### config.mk
export PLATFORM = sky130hd
export DESIGN_NAME = mb32_booth8_prep
export DESIGN_NICKNAME = d
export VERILOG_FILES = /design/src/rtl/mb32_booth8_prep.sv
export SDC_FILE = /design/constraint.sdc
export NUM_CORES = 1
export LEC_CHECK = 0
export CORE_MARGIN = 3
export CORE_UTILIZATION = 42
export CTS_BUF_LIST = sky130_fd_sc_hd__clkbuf_16
export DETAILED_ROUTE_END_ITERATION = 7
export PLACE_DENSITY = 0.72
export SYNTH_ARGS = -nofsm -noshare
export SYNTH_HDL_FRONTEND = slang
export SYNTH_SLANG_ARGS = --single-unit
### constraint.sdc
create_clock -name CLK -period 6.23 [get_ports CLK]
set_clock_uncertainty 0.2 [all_clocks]
set_input_delay 1.246 -clock CLK [delete_from_list [all_inputs] [get_ports CLK]]
set_output_delay 1.246 -clock CLK [all_outputs]
set_load 0.01 [all_outputs]
### src/rtl/mb32_booth8_prep.sv
// Radix-8 Booth recoder front end: registers the operand pair, then emits per-group selects and 3*my.
// Latency: 2 cycles from input transfer to out_valid; sustains 1 operation per cycle.
// Backpressure: skid-free valid/ready pipeline; outputs hold while out_valid=1 and out_ready=0.
//
// Ports:
//   CLK, RST            clock (rising edge), asynchronous active-low reset
//   in_valid/in_ready   upstream handshake for the operand pair mx (multiplier), my_in (multiplicand)
//   s, d, t, q, n       per-group one-hot |digit| = 1/2/3/4 selects and the negate flag
//   my, tmy             registered multiplicand and its sign-extended triple
//   out_valid/out_ready downstream handshake
//   op_cnt              wrapping count of completed output transfers
module mb32_booth8_prep #(
   parameter int WIDTH     = 32,
   parameter int GROUP_CNT = (WIDTH >> 2) + 3
) (
   input  logic                 CLK,
   input  logic                 RST,
   input  logic                 in_valid,
   output logic                 in_ready,
   input  logic [WIDTH-1:0]     mx,
   input  logic [WIDTH-1:0]     my_in,
   output logic [GROUP_CNT-1:0] s,
   output logic [GROUP_CNT-1:0] d,
   output logic [GROUP_CNT-1:0] t,
   output logic [GROUP_CNT-1:0] q,
   output logic [GROUP_CNT-1:0] n,
   output logic [WIDTH-1:0]     my,
   output logic [WIDTH+1:0]     tmy,
   output logic                 out_valid,
   input  logic                 out_ready,
   output logic [15:0]          op_cnt
);

   localparam int XW = 3 * GROUP_CNT;

   logic                 a_valid;
   logic                 b_valid;
   logic                 advance_a;
   logic [WIDTH-1:0]     a_mx;
   logic [WIDTH-1:0]     a_my;
   logic [XW:0]          xw;
   logic [GROUP_CNT-1:0] s_c, d_c, t_c, q_c, n_c;
   logic [WIDTH+1:0]     tmy_c;

   // Stage B can take new data whenever it is empty or being drained this cycle.
   assign advance_a = ~b_valid | out_ready;
   // Gating with RST keeps the upstream from seeing a ready while the pipeline is held in reset.
   assign in_ready  = RST & (~a_valid | advance_a);
   assign out_valid = b_valid;

   always_comb begin
      // Sign-extended multiplier with the implicit x[-1]=0 at bit 0, so group i's
      // window {x[3i+2], x[3i+1], x[3i], x[3i-1]} is simply xw[3i+3:3i].
      xw = {{(XW - WIDTH){a_mx[WIDTH-1]}}, a_mx, 1'b0};
      s_c = '0;
      d_c = '0;
      t_c = '0;
      q_c = '0;
      n_c = '0;
      for (int i = 0; i < GROUP_CNT; i++) begin
         case (xw[3*i +: 4])
            4'b0001, 4'b0010: s_c[i] = 1'b1;
            4'b0011, 4'b0100: d_c[i] = 1'b1;
            4'b0101, 4'b0110: t_c[i] = 1'b1;
            4'b0111:          q_c[i] = 1'b1;
            4'b1000:          begin q_c[i] = 1'b1; n_c[i] = 1'b1; end
            4'b1001, 4'b1010: begin t_c[i] = 1'b1; n_c[i] = 1'b1; end
            4'b1011, 4'b1100: begin d_c[i] = 1'b1; n_c[i] = 1'b1; end
            4'b1101, 4'b1110: begin s_c[i] = 1'b1; n_c[i] = 1'b1; end
            default:          ; // 0000 and 1111 are digit 0: everything stays clear
         endcase
      end
      // Two guard bits make 3*my exact for any WIDTH-bit two's complement my.
      tmy_c = {{2{a_my[WIDTH-1]}}, a_my} + {a_my[WIDTH-1], a_my, 1'b0};
   end

   always_ff @(posedge CLK or negedge RST) begin
      if (!RST) begin
         a_valid <= 1'b0;
         a_mx    <= '0;
         a_my    <= '0;
         b_valid <= 1'b0;
         s       <= '0;
         d       <= '0;
         t       <= '0;
         q       <= '0;
         n       <= '0;
         my      <= '0;
         tmy     <= '0;
         op_cnt  <= '0;
      end else begin
         // Stage A
         if (in_valid && in_ready) begin
            a_valid <= 1'b1;
            a_mx    <= mx;
            a_my    <= my_in;
         end else if (advance_a) begin
            a_valid <= 1'b0;
         end

         // Stage B: data only moves on a real load so a stalled result never changes.
         if (advance_a) begin
            b_valid <= a_valid;
            if (a_valid) begin
               s   <= s_c;
               d   <= d_c;
               t   <= t_c;
               q   <= q_c;
               n   <= n_c;
               my  <= a_my;
               tmy <= tmy_c;
            end
         end

         if (b_valid && out_ready) begin
            op_cnt <= op_cnt + 16'd1;
         end
      end
   end

endmodule

**After elaboration in Yosys (flattened, before gate mapping)**

Index checks and enable logic that the tools add are counted.

- Bits in registers: 203
- Input bits: 68
- Output and inout port bits: 139
- Logic and storage cells: 281

- $add $sub $neg: 2
- Equality and inequality tests: 147
- Multiplexer cells: 57
- Bitwise operators: 5
- Reductions and logical operators: 58

Operators with widths:

| kind | count |
|---|---|
| $eq 4x4->1 const B | 70 |
| $eq 4x3->1 const B | 40 |
| $reduce_or 4->1 | 31 |
| $eq 4x2->1 const B | 20 |
| $reduce_or 7->1 | 10 |
| $mux 1 | 57 |
| $eq 4x1->1 const B | 10 |
| $add 32x33->34 | 1 |
| $reduce_or 2->1 | 13 |
| $add 16x1->16 const B | 1 |
| $eq 3x3->1 const B | 4 |
| $eq 3x2->1 const B | 2 |
| $eq 3x1->1 const B | 1 |
| $logic_and 1x1->1 | 2 |
| $not 1->1 | 2 |
| $or 1x1->1 | 2 |
| $reduce_and 2->1 | 1 |
| $reduce_bool 2->1 | 1 |
| $and 1x1->1 | 1 |

**Depth between registers and ports, before layout**

Gate-level depths: netlist of run 1.

- Depth after elaboration: 6
- Gate-level depth with buffers: 10
- Mapped depth without buffers: 10

**Worst setup path after synthesis of run 1**

No wires, ideal clock.

- Path kind: input -> output
- From: in out_ready
- To: out in_ready
- Arrival: 1584 ps
- Setup slack: 3200 ps
- Cell stages on the path: 2
- Buffers on the path: 0
- Cell sequence: nand3b_1 > and2_1

- Word-level cells in the longest chain between the ends: 3

RTL lines:

| what | RTL line | source |
|---|---|---|
| from (decl) | 30 | `input logic out_ready,` |
| $or 1x1->1 | 46 | `assign advance_a = ~b_valid \| out_ready;` |
| $or 1x1->1 | 48 | `assign in_ready = RST & (~a_valid \| advance_a);` |
| $and 1x1->1 | 48 |  |
| to (decl) | 19 | `output logic in_ready,` |

Every way passes these cells.

**Worst setup path in the final report of run 1**

- From: in RST
- To: out in_ready

- Word-level cells in the longest chain between the ends: 1

RTL lines:

| what | RTL line | source |
|---|---|---|
| from (decl) | 17 | `input logic RST,` |
| $and 1x1->1 | 48 |  |

Every way passes these cells.

==> flow_summary.toml, run 1 <==
[run_status]
status = "finished, final reports clean"

[setup_path]
crit_type = "in2out"
critPathRequiredTime_ns = 4.78
critPathMaxFanout = 91
reg2reg_slack_ns = 3.08
cp-end-kind = "output pin"
startpoint = "RST"
reg2reg_to = "tmy[29]$_DFFE_PN0P_"
worstPathArrival_ns = 2.68
rr_startpoint = "a_my[1]$_DFFE_PN0P_"
cp-start-kind = "input port"
reg2regPathDepth = 10
crit_end = "in_ready"

[clock_network]
post_cts_resized = 0
clockRootBuffer = "clkbuf_16"
path_clk_slew_ns = 0.08
post_cts_buffers = 0
cts_buffer_depth = 2
h-tree-depth = 4
cts.sinks = 199
clk_latency_ns = 0.43
cts_tree = "built"
cts_buffers = 17
ctsHoldBuffers = 0

[grt]
first_global_vias = 7509
grt_pass1_wl_um = 37800
grt.total_usage_pct = 18.7
antenna_found_initial = 0
grt_max_degree = 94
grt_overflow = 0

[finish]
area_growth_pct = 29.5
layout-drive-gt1-share_pct = 9.40
diodes = 0
layout.nets = 1280
instances_no_fill = 1477

[power_and_ir_drop]
p_seq_share_pct = 38.4
pwr-share-comb_pct = 37.5
power_density_nw_per_um2 = 396
p_int_mw = 3.20
leakage_nw = 5.67
switchingPower_mw = 1.80
power_frac_clock_pct = 24.1
switching_share_pct = 36.0
ir_drop_mv = 0.167

[synthesis]
synth_most_common_cell = "nand2_1"
yosysTopAreaCellShare_pct = 51.1
synthTopCellsByArea = "dfrtp_1 51%, nand2_1 9.1%, mux2_2 7.5%"
synth-seq-cells = 199
async_reset_ff_share_pct = 100
synth_top_cells_by_count = "236 x nand2_1, 199 x dfrtp_1, 70 x o21ai_0"
ys.flop_type = "dfrtp_1"
synthDistinctLibCells = 51
avgSynthCellArea_um2 = 9.64
netlist_area_um2 = 9750
ys_warn_count = 0
synth_area_leader_cell = "dfrtp_1"
synth_edf_count = 0
yosysSeqAreaShare_pct = 51.1
synthCells = 1011

[route]
routed_via_density = 5.26
dr_total_vias = 7766
post_drt_wl_per_cell_um = 15.7
drt_iter0_drc = 374
dr.pass1.iters = 5
drcViolationCount = 0
routed_wl_um = 23200
antenna_left = 0

[flow_run]
drv_cap = 0

[timing]
rsz0062_at_grt = "false"
slew_violations = 0
slew_headroom_pct = 35.8
tightestPinTransition_ns = 0.964
period_needed_ns = 4.13
finalHoldViolations = 0
setup_tns_ns = 0
final-setup-viol-count = 0
max_freq_mhz = 242
finalCritPeriodShare_pct = 66.2

[placed_design]
place_congestion = 0.861
port_buffers = 204
dp_hpwl_um = 16100
dp.cells = 1445

[floorplanning]
ios = 207
num_rows = 55
design.die.area_um2 = 25100
initial_utilization_pct = 42.9
core_region_area_um2 = 22700
chipWidth_um = 158
dieHeight_um = 158

[worst_hold_path]
hp-class = "reg2reg"
==> cells in the final DEF (no fill, tap or decap), types with 4 or more instances in the layout <==
cell	netlist	routed
a21o_1	20	20
xnor2_1	24	24
dfrtp_1	199	199
nor3_1	10	10
inv_12	0	5
nand2_1	236	234
and3_1	10	10
clkdlybuf4s50_1	0	203
o211ai_1	7	7
o21a_1	4	4
buf_4	4	4
o31ai_1	11	11
clkbuf_16	0	17
a211oi_1	5	5
nand4_1	13	13
mux2_2	65	65
inv_8	0	5
nand2b_1	7	7
o21ai_0	70	70
inv_1	16	16
ha_1	32	32
a31oi_1	10	10
nor2_1	58	58
a21oi_1	51	51
xor2_1	28	28
nand3_1	32	32
o21ai_1	4	4
==> state kept, by name, summed over array words and instances, names as in the netlist <==
| signal | flops |
|---|---|
| s | 11 |
| d | 11 |
| t | 10 |
| q | 10 |
| my | 32 |
| op_cnt | 16 |
| out_valid | 1 |
| n | 11 |
| a_mx | 32 |
| a_my | 32 |
| tmy | 32 |
| a_valid | 1 |
==> cell type report <==
| class | instances | area, um^2 |
|---|---|---|
| well taps | 285 | 357 |
| inverters | 16 | 60.1 |
| flip-flops and latches | 199 | 4980 |
| repair buffers | 209 | 2100 |
| fillers | 2026 | 10100 |
| clock buffers | 17 | 425 |
| multi-input cells | 736 | 4480 |
| clock inverters | 15 | 225 |
==> worst max-delay path: stages <==
cell and delay, ns:
clkbuf_8 0.52, and2_1 0.29, clkdlybuf4s50_1 0.55
==> power groups by stage <==
| stage | clock (mW) | combinational, mW | sequential [mW] |
|---|---|---|---|
| 6_report | 1.20 | 1.87 | 1.92 |
| 5_1_grt | 1.29 | 2.07 | 1.98 |
| 4_1_cts | 1.24 | 1.89 | 1.93 |
| 3_5_place_dp | 0 | 1.87 | 1.95 |
| 3_3_place_gp | 0 | 1.84 | 1.94 |
| 2_1_floorplan | 0 | 0.900 | 2.01 |
==> kinds of logic (layout without fill, tap and decap cells) <==
group	after synthesis	count (layout)	share of synthesized area, %
buffers and inverters	77	257	3.20
adder cells (fa/ha/maj)	33	33	4.31
flip-flops	199	199	51.1
multiplexers	66	66	7.61
AND/OR/NAND/NOR	383	383	16.6
AO/OA/AOI/OAI	200	200	12.4
XOR/XNOR	52	52	4.67
other	1	2	0.0385
==> through the flow <==
step	setup WS, ns	power, mW	area [um^2]	hold WS, ns	utilization (%)
CTS	2.06	5.05	12600	0.282	55.6
finish	2.10	5.00	12600	0.275	55.6
global placement	2.07	3.78	12000	0.255	52.7
floorplan	3.20	2.91	9750	0.259	-
detailed placement	2.06	3.82	12000	0.262	52.7
global route	1.95	5.34	12600	0.304	55.6
==> routing by layer <==
layer	track usage, %	routed length, um
met4	5.74	458
met1	26.0	10500
met3	3.37	1250
met5	0	0
met2	30.0	10900
==> worst min path at each step <==
stage	start	end	depth (start not counted)
2_1_floorplan	a_my[31]$_DFFE_PN0P_	my[31]$_DFFE_PN0P_	2
3_5_place_dp	n[6]$_DFFE_PN0P_	n[6]$_DFFE_PN0P_	2
3_3_place_gp	s[0]$_DFFE_PN0P_	s[0]$_DFFE_PN0P_	2
4_1_cts	my[4]$_DFFE_PN0P_	my[4]$_DFFE_PN0P_	2
5_1_grt	op_cnt[15]$_DFFE_PN0P_	op_cnt[15]$_DFFE_PN0P_	1
6_report	s[0]$_DFFE_PN0P_	s[0]$_DFFE_PN0P_	2
No activity file was read; power rests on OpenSTA's default activity.
==> inputs of run 2 (changes only) <==
clock period = 4.3 ns   (was 6.23 ns; I/O delays follow)
==> run 2 against run 1 <==
Global-route usage about the same. Die area unchanged. Sequential power is 45% higher. Wire length is 1.1% lower. Design area rose by 0.49%. Critical path type unchanged. Register-to-register slack worse by 1.8 ns. Non-clock buffer count grew 6. Critical endpoint unchanged. Core utilization is 0.27 points higher. First-iteration DRC count up 3.2%.
==> flow_summary.toml, run 2 (synthesis results as in run 1) <==
[clock_network]
post_cts_buffers = 0
cts_tree = "built"
path_clk_slew_ns = 0.09
post_cts_resized = 0
cts_buffer_depth = 2
clockRootBuffer = "clkbuf_16"
clk_latency_ns = 0.43
cts.sinks = 199
cts_buffers = 17
h-tree-depth = 4
ctsHoldBuffers = 0

[power_and_ir_drop]
p_seq_share_pct = 38.5
switchingPower_mw = 2.60
ir_drop_mv = 0.250
power_frac_clock_pct = 23.9
power_density_nw_per_um2 = 571
switching_share_pct = 35.9
total_power_mw = 7.24
pwr-share-comb_pct = 37.5
p_int_mw = 4.64
leakage_nw = 5.71

[floorplanning]
design.die.area_um2 = 25100
core_region_area_um2 = 22700
initial_utilization_pct = 42.9
chipWidth_um = 158
num_rows = 55
ios = 207
dieHeight_um = 158

[finish]
final_cell_mix = "234 x nand2_1, 203 x clkdlybuf4s50_1, 199 x dfrtp_1, 70 x o21ai_0, 65 x mux2_2"
instances_no_fill = 1483
diodes = 0
layout-drive-gt1-share_pct = 9.85
fillerInstances = 2030
layout.nets = 1286
area_growth_pct = 30.1
final_common_cell = "nand2_1"

[placed_design]
place_congestion = 0.881
dp_hpwl_um = 16500
port_buffers = 204
dp.cells = 1451

[setup_path]
slowest_delay_ns = 0.55
startpoint = "out_ready"
cp-end-kind = "output pin"
cp_top_family = "buffers and inverters"
rr_startpoint = "a_my[1]$_DFFE_PN0P_"
cp-start-kind = "input port"
crit_top_cell = "clkdlybuf4s50_1"
critPathMaxFanout = 3
worstPathArrival_ns = 2.23
cp_slowest_cell = "clkdlybuf4s50_1"
crit_type = "in2out"
path_cells = "clkdlybuf4s50_1, nand3b_1, and2_1, clkdlybuf4s50_1"
critPathRequiredTime_ns = 3.24
path_buf_inv = 2

[timing]
max_freq_mhz = 304
tightestPinTransition_ns = 0.905
period_needed_ns = 3.29
slew_violations = 0
slew_headroom_pct = 39.7
final-setup-viol-count = 0
setup_tns_ns = 0
finalHoldViolations = 0
rsz0062_at_grt = "false"
finalCritPeriodShare_pct = 76.5

[grt]
grt_pass1_wl_um = 37900
antenna_found_initial = 0
grt.total_usage_pct = 18.7
grt_max_degree = 74
first_global_vias = 7514
grt_overflow = 0

[route]
dr_total_vias = 7725
routed_wl_um = 22900
dr.pass1.iters = 5
routed_via_density = 5.21
drcViolationCount = 0
antenna_left = 0
post_drt_wl_per_cell_um = 15.5
drt_iter0_drc = 386

[worst_hold_path]
hp-class = "in2async"

[run_status]
status = "finished, final reports clean"

[flow_run]
drv_cap = 0
-- run 2: power by group through the flow --
stage	Clock, mW	Combinational (mW)	Sequential (mW)
6_report	1.73	2.72	2.79
4_1_cts	1.78	2.74	2.79
3_3_place_gp	0	2.68	2.81
3_5_place_dp	0	2.72	2.82
2_1_floorplan	0	1.30	2.91
5_1_grt	1.85	3.02	2.87
-- run 2: through the flow --
step | utilization (%) | worst slack (ns) | area, um^2 | hold WS [ns]
after floorplan | - | 1.81 | 9750 | 0.259
after global placement | 53.0 | 1.04 | 12000 | 0.253
after detailed placement | 53.0 | 1.02 | 12000 | 0.258
after CTS | 55.8 | 1.00 | 12700 | 0.0480
after global routing | 55.8 | 0.910 | 12700 | 0.0528
final | 55.8 | 1.01 | 12700 | 0.0671
-- run 2: cell type report --
cell class	count	area (um^2)	share of cell area, %
repair buffers	215	2150	17.0
inverters	16	60.1	0.474
clock inverters	15	229	1.81
well taps	285	357	2.81
flip-flops and latches	199	4980	39.3
clock buffers	17	425	3.36
multi-input cells	736	4480	35.3
-- run 2: metal layers --
layer	GRT usage [%]	wire [um]
met2	29.2	10700
met5	0	0
met4	7.09	610
met3	3.13	836
met1	26.2	10800
-- run 2: worst paths after layout --
check / endpoint / cells after the start / slack, ns
setup / recovery: in_ready / 4 / 1.01
hold / removal: op_cnt[9]$_DFFE_PN0P_ / 1 / 0.07
setup reg to reg: tmy[29]$_DFFE_PN0P_ / 10 / 1.27
hold reg to reg: op_cnt[15]$_DFFE_PN0P_ / 1 / 0.27
max in group asynchronous: a_my[24]$_DFFE_PN0P_ / 3 / 2.23
min in group CLK: op_cnt[15]$_DFFE_PN0P_ / 1 / 0.27
==> inputs of run 3 (changes only) <==
PLACE_DENSITY = 0.75   (was 0.72)
clock period = 3 ns   (was 4.3 ns; I/O delays follow)
==> run 3 against run 2 <==
Hold slack improved by 0.0071 ns. Sequential power is 43% higher. Critical path depth rose by 4. Clock power is 32% higher. Sequential cell count unchanged. First-iteration DRC count rose by 13%.
==> flow_summary.toml, run 3 (synthesis results as in run 1) <==
[run_status]
status = "finished, final reports clean"

[setup_path]
critPathMaxFanout = 4
reg2regPathDepth = 8
reg2reg_to = "tmy[29]$_DFFE_PN0P_"
cp-start-kind = "flop"
cp-end-kind = "flop"
worstPathArrival_ns = 2.95
startpoint = "a_my[5]$_DFFE_PN0P_"
crit_type = "reg2reg"
reg2reg_slack_ns = 0.16
rr_startpoint = "a_my[5]$_DFFE_PN0P_"
critPathRequiredTime_ns = 3.11

[clock_network]
post_cts_buffers = 0
ctsHoldBuffers = 0
clockRootBuffer = "clkbuf_16"
h-tree-depth = 4
cts.sinks = 199
path_clk_slew_ns = 0.08
clk_latency_ns = 0.44
post_cts_resized = 0
cts_tree = "built"
cts_buffer_depth = 2
cts_buffers = 17

[grt]
grt.total_usage_pct = 18.8
antenna_found_initial = 1
grt_overflow = 0
first_global_vias = 7637
grt_pass1_wl_um = 38200
grt_max_degree = 126

[flow_run]
drv_cap = 0

[timing]
rsz0062_at_grt = "false"
tightestPinTransition_ns = 0.915
setup_tns_ns = 0
slew_headroom_pct = 39.0
fin_ws_ns = 0.164
final-setup-viol-count = 0
finalHoldViolations = 0
slew_violations = 0
period_needed_ns = 2.84
max_freq_mhz = 353
finalCritPeriodShare_pct = 94.5

[placed_design]
port_buffers = 204
dp_hpwl_um = 16800
place_ws_ns = 0.135
place_congestion = 0.881
dpl_cell_area_um2 = 12100

[floorplanning]
initial_utilization_pct = 42.9
chipWidth_um = 158
design.die.area_um2 = 25100
ios = 207
core_region_area_um2 = 22700
num_rows = 55
dieHeight_um = 158

[finish]
postLayoutCoreUtil_pct = 55.7
fin_area_um2 = 12600
seq_area_um2 = 4980
layout.nets = 1288
final_common_cell = "nand2_1"
area_growth_pct = 29.8
fillerInstances = 1958
multi_input_area_um2 = 4480
final_cell_mix = "234 x nand2_1, 203 x clkdlybuf4s50_1, 199 x dfrtp_1, 70 x o21ai_0, 65 x mux2_2"
layout-drive-gt1-share_pct = 10.1

[route]
post_drt_wl_per_cell_um = 15.8
routed_via_density = 5.27
drcViolationCount = 0
dr_total_vias = 7837
dr.pass1.iters = 5
antenna_left = 0
routed_wl_um = 23500
drt_iter0_drc = 438

[power_and_ir_drop]
leakage_nw = 5.70
ir_drop_mv = 0.369
power_density_nw_per_um2 = 807

[worst_hold_path]
hp-class = "in2async"
==> run 3: cell count changes in the layout (fill, tap and decap cells not counted), sizes merged <==
cell / before / now
inv: 25 / 24
clkinv: 5 / 7
diode: 0 / 1
buf: 11 / 13
bufinv: 1 / 0
==> run 3: worst max path at each step <==
| stage | to | slack (ns) | cells past startpoint |
|---|---|---|---|
| floorplan | tmy[29]$_DFFE_PN0P_ | 0.51 | 10 |
| global placement | tmy[29]$_DFFE_PN0P_ | 0.22 | 10 |
| detailed placement | tmy[29]$_DFFE_PN0P_ | 0.14 | 10 |
| CTS | tmy[29]$_DFFE_PN0P_ | 0.13 | 10 |
| global route | tmy[29]$_DFFE_PN0P_ | 0.02 | 8 |
| finish | tmy[29]$_DFFE_PN0P_ | 0.16 | 8 |
==> run 3: critical path: stages, from the launching register on <==
cell	delay [ns]
dfrtp_1	0.42
ha_1	0.36
a21o_1	0.21
a211o_1	0.24
o21ai_1	0.30
a21oi_2	0.12
o31ai_1	0.54
a2111o_1	0.24
nand4_1	0.09
==> run 3: final cells by class <==
class | instances | area share, %
repair buffers | 217 | 17.2
diodes | 1 | 0.0198
well taps | 285 | 2.82
clock inverters | 15 | 1.28
flip-flops and latches | 199 | 39.4
inverters | 16 | 0.475
multi-input cells | 736 | 35.4
clock buffers | 17 | 3.36
==> run 3: metrics by stage <==
stage / hold slack [ns] / cells / power, mW
after floorplan: 0.104 / 1012 / 6.03
after global placement: 0.251 / 1453 / 7.87
after detailed placement: 0.256 / 1453 / 7.97
after CTS: 0.150 / 1485 / 10.3
after global routing: 0.143 / 1486 / 10.9
final: 0.0742 / 1486 / 10.2
==> run 3: routing by layer <==
metal / vias up / GRT usage [%] / wire length (um) / share of wire (%)
met5: - / 0 / 0 / 0
met3: 36 / 3.15 / 1070 / 4.6
met2: 195 / 30.2 / 11100 / 47
li1: 3824 / - / - / -
met4: 0 / 7.13 / 700 / 3.0
met1: 3782 / 25.7 / 10700 / 45
==> run 3: report_power, final <==
part | switching [mW] | leakage, nW | internal (mW)
clock network | 1.17 | 0.290 | 1.12
registers | 0.584 | 2.47 | 3.40
logic | 1.93 | 2.94 | 2.00
